[src/rtl/ula_opr_stage.sv]
// ula_opr_stage: operand-issue stage in front of the processor ALU.
//   Holds the accumulator and an operand stack for nested expressions.
//   It registers op/in1/in2 toward the ALU and captures the ALU result and
//   zero flag back into the accumulator. Stack overflow and underflow raise
//   sticky flags.
//
// Parameters:
//   EXP, MAN  exponent and mantissa widths; the data word is MAN+EXP+1 bits
//   SDEPTH    operand stack depth in words (2..64)
//   SPTR      stack index width; 2**SPTR must be >= SDEPTH
//
// Ports:
//   clk, rst        clock; synchronous active-high reset
//   iss_vld         the decoder issues an instruction this cycle
//   op_in           ALU opcode to issue
//   src_sel         in2 source: 0 = mem_in, 1 = pop the stack top
//   mem_in          memory/immediate operand
//   push            push acc onto the stack (qualified by iss_vld)
//   ula_out         ALU result
//   ula_zero        ALU zero flag
//   acc_wr          capture ula_out/ula_zero into acc
//   op, in1, in2    registered operands toward the ALU
//   opr_vld         op/in1/in2 valid (one cycle per issue)
//   acc, acc_zero   accumulator and its registered zero flag
//   stk_full        combinational: sp == SDEPTH
//   stk_empty       combinational: sp == 0
//   stk_ovf         sticky flag: push on a full stack
//   stk_unf         sticky flag: pop on an empty stack
//   stk_hwm         highest sp reached since reset (only when ULA_STK_HWM_EN
//                   is defined)
//
// Optional build macro: ULA_STK_HWM_EN adds the stk_hwm output and its logic.

module ula_opr_stage #(
  parameter int unsigned EXP    = 8,
  parameter int unsigned MAN    = 23,
  parameter int unsigned SDEPTH = 8,
  parameter int unsigned SPTR   = 3
) (
  input  logic                 clk,
  input  logic                 rst,
  input  logic                 iss_vld,
  input  logic [5:0]           op_in,
  input  logic                 src_sel,
  input  logic [MAN+EXP:0]     mem_in,
  input  logic                 push,
  input  logic [MAN+EXP:0]     ula_out,
  input  logic                 ula_zero,
  input  logic                 acc_wr,
  output logic [5:0]           op,
  output logic [MAN+EXP:0]     in1,
  output logic [MAN+EXP:0]     in2,
  output logic                 opr_vld,
  output logic [MAN+EXP:0]     acc,
  output logic                 acc_zero,
  output logic                 stk_full,
  output logic                 stk_empty,
  output logic                 stk_ovf,
  output logic                 stk_unf
`ifdef ULA_STK_HWM_EN
  ,
  output logic [SPTR:0]        stk_hwm
`endif
);

  localparam int unsigned W    = MAN + EXP + 1;
  localparam int unsigned SP_W = SPTR + 1;

  // Stack storage; its contents are not reset.
  logic [W-1:0]      stk_mem [SDEPTH];

  logic [SP_W-1:0]   sp;
  logic [SP_W-1:0]   sp_nxt;
  logic              ovf_nxt;
  logic              unf_nxt;
  logic              wr_en;
  logic [SPTR-1:0]   wr_idx;
  logic [SPTR-1:0]   top_idx;
  logic [W-1:0]      top_val;
  logic [W-1:0]      in2_nxt;
  logic              do_push;
  logic              do_pop;
  logic              do_rep;

  // Occupancy flags are decoded directly from sp.
  assign stk_full  = (sp == SP_W'(SDEPTH));
  assign stk_empty = (sp == '0);

  // Issue-qualified stack commands.
  assign do_push = iss_vld & push & ~src_sel;
  assign do_pop  = iss_vld & src_sel & ~push;
  assign do_rep  = iss_vld & push & src_sel;

  // Read the top entry. An empty stack returns zero, so the wrapped index
  // is never used.
  assign top_idx = SPTR'(sp - SP_W'(1));
  assign top_val = stk_empty ? '0 : stk_mem[top_idx];

  // Next-state logic for the stack pointer, the error flags and the write port.
  always_comb begin
    sp_nxt  = sp;
    ovf_nxt = stk_ovf;
    unf_nxt = stk_unf;
    wr_en   = 1'b0;
    wr_idx  = SPTR'(sp);
    in2_nxt = src_sel ? top_val : mem_in;

    if (do_push) begin
      if (stk_full) begin
        ovf_nxt = 1'b1;
      end else begin
        wr_en  = 1'b1;
        wr_idx = SPTR'(sp);
        sp_nxt = sp + SP_W'(1);
      end
    end

    if (do_pop) begin
      if (stk_empty) begin
        unf_nxt = 1'b1;
      end else begin
        sp_nxt = sp - SP_W'(1);
      end
    end

    // Replace-top: in2 reads the old top and acc overwrites that slot.
    // On an empty stack this becomes a plain push that also flags underflow.
    if (do_rep) begin
      wr_en = 1'b1;
      if (stk_empty) begin
        unf_nxt = 1'b1;
        wr_idx  = '0;
        sp_nxt  = SP_W'(1);
      end else begin
        wr_idx = top_idx;
      end
    end
  end

  // Operand issue registers. in1 takes acc as it was before any same-cycle
  // acc_wr.
  always_ff @(posedge clk) begin
    if (rst) begin
      op      <= '0;
      in1     <= '0;
      in2     <= '0;
      opr_vld <= 1'b0;
    end else begin
      opr_vld <= iss_vld;
      if (iss_vld) begin
        op  <= op_in;
        in1 <= acc;
        in2 <= in2_nxt;
      end
    end
  end

  // Accumulator capture from the ALU.
  always_ff @(posedge clk) begin
    if (rst) begin
      acc      <= '0;
      acc_zero <= 1'b1;
    end else if (acc_wr) begin
      acc      <= ula_out;
      acc_zero <= ula_zero;
    end
  end

  // Stack pointer and sticky error flags.
  always_ff @(posedge clk) begin
    if (rst) begin
      sp      <= '0;
      stk_ovf <= 1'b0;
      stk_unf <= 1'b0;
    end else begin
      sp      <= sp_nxt;
      stk_ovf <= ovf_nxt;
      stk_unf <= unf_nxt;
    end
  end

  // Stack write port. Reset suppresses any write issued in the same cycle.
  always_ff @(posedge clk) begin
    if (wr_en && !rst) begin
      stk_mem[wr_idx] <= acc;
    end
  end

`ifdef ULA_STK_HWM_EN
  // High-water mark. It follows sp one cycle late and never decreases.
  always_ff @(posedge clk) begin
    if (rst) begin
      stk_hwm <= '0;
    end else if (sp > stk_hwm) begin
      stk_hwm <= sp;
    end
  end
`endif

endmodule

[config.mk]
export PLATFORM = sky130hd
export DESIGN_NAME = ula_opr_stage
export DESIGN_NICKNAME = d
export VERILOG_FILES = /design/src/rtl/ula_opr_stage.sv
export SDC_FILE = /design/constraint.sdc
export NUM_CORES = 1
export LEC_CHECK = 0
export CELL_PAD_IN_SITES_DETAIL_PLACEMENT = 0
export CELL_PAD_IN_SITES_GLOBAL_PLACEMENT = 1
export CORE_MARGIN = 3
export CORE_UTILIZATION = 35
export DETAILED_ROUTE_END_ITERATION = 7
export PLACE_DENSITY = 0.67
export SLEW_MARGIN = 20
export SYNTH_ARGS = -nofsm -noshare
export SYNTH_HDL_FRONTEND = slang
export SYNTH_SLANG_ARGS = --single-unit
[constraint.sdc]
create_clock -name clk -period 6.6 [get_ports clk]
set_clock_uncertainty 0.1 [all_clocks]
set_input_delay 0.99 -clock clk [delete_from_list [all_inputs] [get_ports clk]]
set_output_delay 0.99 -clock clk [all_outputs]
set_load 0.1 [all_outputs]
==> run summary <==
status -> completed
initial DRC count -> 449
critical path endpoint category -> output pin
final worst path period share -> 63.09%
Synth Warn # -> 0
# nets final -> 1163
area of the multi-input gates -> 0.003831 sq mm
global-route wire length before repair -> 51200 um
Die X -> 207.4 um
Worst Tran Pin Value -> 1019 ps
Total GRT Usage -> 15.11%
Final Hold Fails -> 0
Post-CTS Resized -> 0
Avg WL per Cell -> 20.00 um
CP Launch Point -> sp[0]
switching pwr -> 1.945 mW
Worst Hold Class -> reg -> reg
vias in the first global route -> 8391
Die Ht -> 207.4 um
Slowest cell on crit path -> clkdlybuf4s50_1
#FFs+latches synth -> 366
n_diodes -> 0
Core ar. -> 0.03991 sq mm
Fillers -> 3510
row cnt -> 73
clock-pin slew on the worst setup and hold paths -> 60 ps
final setup violation count -> 0
synth unique cells -> 39
Synth top cells by count -> edfxtp_1, dfxtp_1, nor2_1
Final Max Tran Viols -> 0
sw frac -> 29.73%
GPL Wtd Cong -> 0.7307
setup bufs post-CTS -> 0
TritonCTS buffer count -> 43
CTS root buf -> clkbuf_16
RR Startpoint -> sp[0]
Hold Path Origin -> stk_unf
Buf/Inv on CP -> 3
Clock Latency Late Sink -> 540 ps
die area -> 0.04300 sq mm
htree depth -> 2
hold_buf cts -> 0
pwr dens -> 364.3 mW/mm^2
Cell Int Power -> 4.599 mW
Max clock buf depth -> 3
clock power share -> 37.3%
combinational share of power -> 22.3%
maximum vdd drop -> 0.0002366 V
sequential-to-total area share from yosys stat -> 69.69%
GRT Residual Overflow -> 0
CP Max Fanout -> 23
Worst EP arrival -> 3070 ps
Max Cap Viol -> 0
sequential share of power -> 40.4%
Primary FF master, synth -> edfxtp_1
CP top delay family -> buffers and inverters
setup_tns -> 0 ps
biggest area consumer among synthesized cells -> edfxtp_1
RSZ-0062 raised after global routing -> no
DRC -> 0
initial antenna violation count -> 0
pre-CTS setup slack -> 2328 ps
worst setup margin -> 2436 ps
Post-synth ARST share -> 0%
share of layout cells above drive strength 1 -> 15.31%
Initial Utilization -> 35.55%
CP Data Required Time -> 5510 ps
port bufs -> 184
worst-path cell chain -> inv_1 > ha_4 > or3b_4 > clkinv_4 > clkdlybuf4s50_1
TritonCTS clock tree -> built
Synthesized Nets -> 981
Yosys top cell area share -> 54.17%
main area contributors after synthesis -> edfxtp_1, dfxtp_1, mux4_2
max incr delay on CP -> 1140 ps
Area growth, synth to finish -> 26.57%
number of flops mapped to enable cells by yosys -> 256
Leak -> 6.183 nW
via count -> 8178
most used standard cell by instance count after synthesis -> edfxtp_1
Detail Route Antenna Nets -> 0
min Tclk post-route -> 4164 ps
relative slew slack -> 31.83%
drt first pass iters -> 5
vias per cell -> 4.981
element type at the critical path start -> register
largest net degree at the start of global routing -> 69
mean post-synth cell area -> 15.75 sq um
cell count after synthesis -> 901
FF/Latch Area -> 0.009893 sq mm
hpwl dp -> 18930 um
clk sink count -> 366
Post-Synthesis Cell Area -> 0.01419 sq mm
final hold slack -> 369.7 ps
max frequency -> 240.2 MHz
WL final -> 32840 um
Setup CP Type -> reg -> out
I/O pins -> 185
final timing paths:
check | to | slack [ps] | cells after the start
max reg2reg | stk_mem[5][18] | 3120 | 8
min reg2reg | stk_unf | 370 | 2
min | stk_unf | 370 | 2
max | stk_empty | 2440 | 5
flip-flops by register name, indices dropped and copies added (netlist names):
signal and flops:
stk_mem 256, in2 32, op 6, stk_unf 1, acc_zero 1, acc 32, opr_vld 1, stk_ovf 1
in1 32, sp 4
cell families (layout without fill, tap and decap cells):
kind of cell / count (synthesis) / in the layout / share of synthesized area, %
xor+xnor: 1 / 1 / 0.06173
compound gates: 122 / 122 / 5.652
fa+ha+maj: 3 / 3 / 0.2645
mux: 134 / 134 / 15.09
simple gates: 178 / 178 / 5.555
buf+inv: 97 / 313 / 3.685
flops: 366 / 366 / 69.69
power groups by stage:
stage,sequential [mW],combinational (mW),clock [mW]
6_report,2.64,1.46,2.44
5_1_grt,2.66,1.55,2.60
4_1_cts,2.65,1.47,2.51
3_5_place_dp,2.69,1.47,0
3_3_place_gp,2.69,1.48,0
2_1_floorplan,2.97,0.824,0
metrics by stage:
step                power, mW  instance area [sq um]  util (%)  instances
floorplan               3.793                  14190         -        901
global placement        4.166                  16450     41.22       1562
detailed placement      4.162                  16450     41.22       1562
CTS                     6.628                  17930     44.93       1641
global route            6.816                  17960     45.00       1642
finish                  6.545                  17960     45.00       1642
routing by layer:
layer / share of wire, % / vias to the layer above / GRT usage, %
met2: 47 / 235 / 24.04
li1: - / 3818 / -
met5: 0 / - / 0
met4: 1.9 / 0 / 4.331
met3: 5.7 / 47 / 2.932
met1: 45 / 4078 / 21.31
cell type report:
cell class	instances	share of cell area, %
multi-input combinational	438	21.33
clock inverter	28	1.693
clock buffer	51	6.562
tap	525	3.657
inverter	35	0.7593
timing repair buffer	199	10.92
sequential	366	55.08
worst min-delay path: stages, from the launching register on:
cell	delay, ps
dfxtp_1	330
a31oi_1	40
nor2_1	70
layout by cell type (no fill, tap or decap), types with 4 or more instances in the layout:
cell type / instances
edfxtp_1: 256
clkdlybuf4s50_1: 180
dfxtp_1: 109
nor2_1: 107
mux2i_1: 70
mux4_2: 64
clkbuf_16: 45
a31oi_1: 36
nand3_1: 35
o21ai_0: 35
inv_1: 34
a211oi_1: 33
buf_4: 17
clkinv_2: 10
nor3_1: 8
nor3_2: 8
nor2b_1: 6
bufinv_16: 6
clkinvlp_4: 5
clkinv_1: 5
nand2_1: 4
a21oi_1: 4
Note: power is estimated with default switching activity, not from simulation.
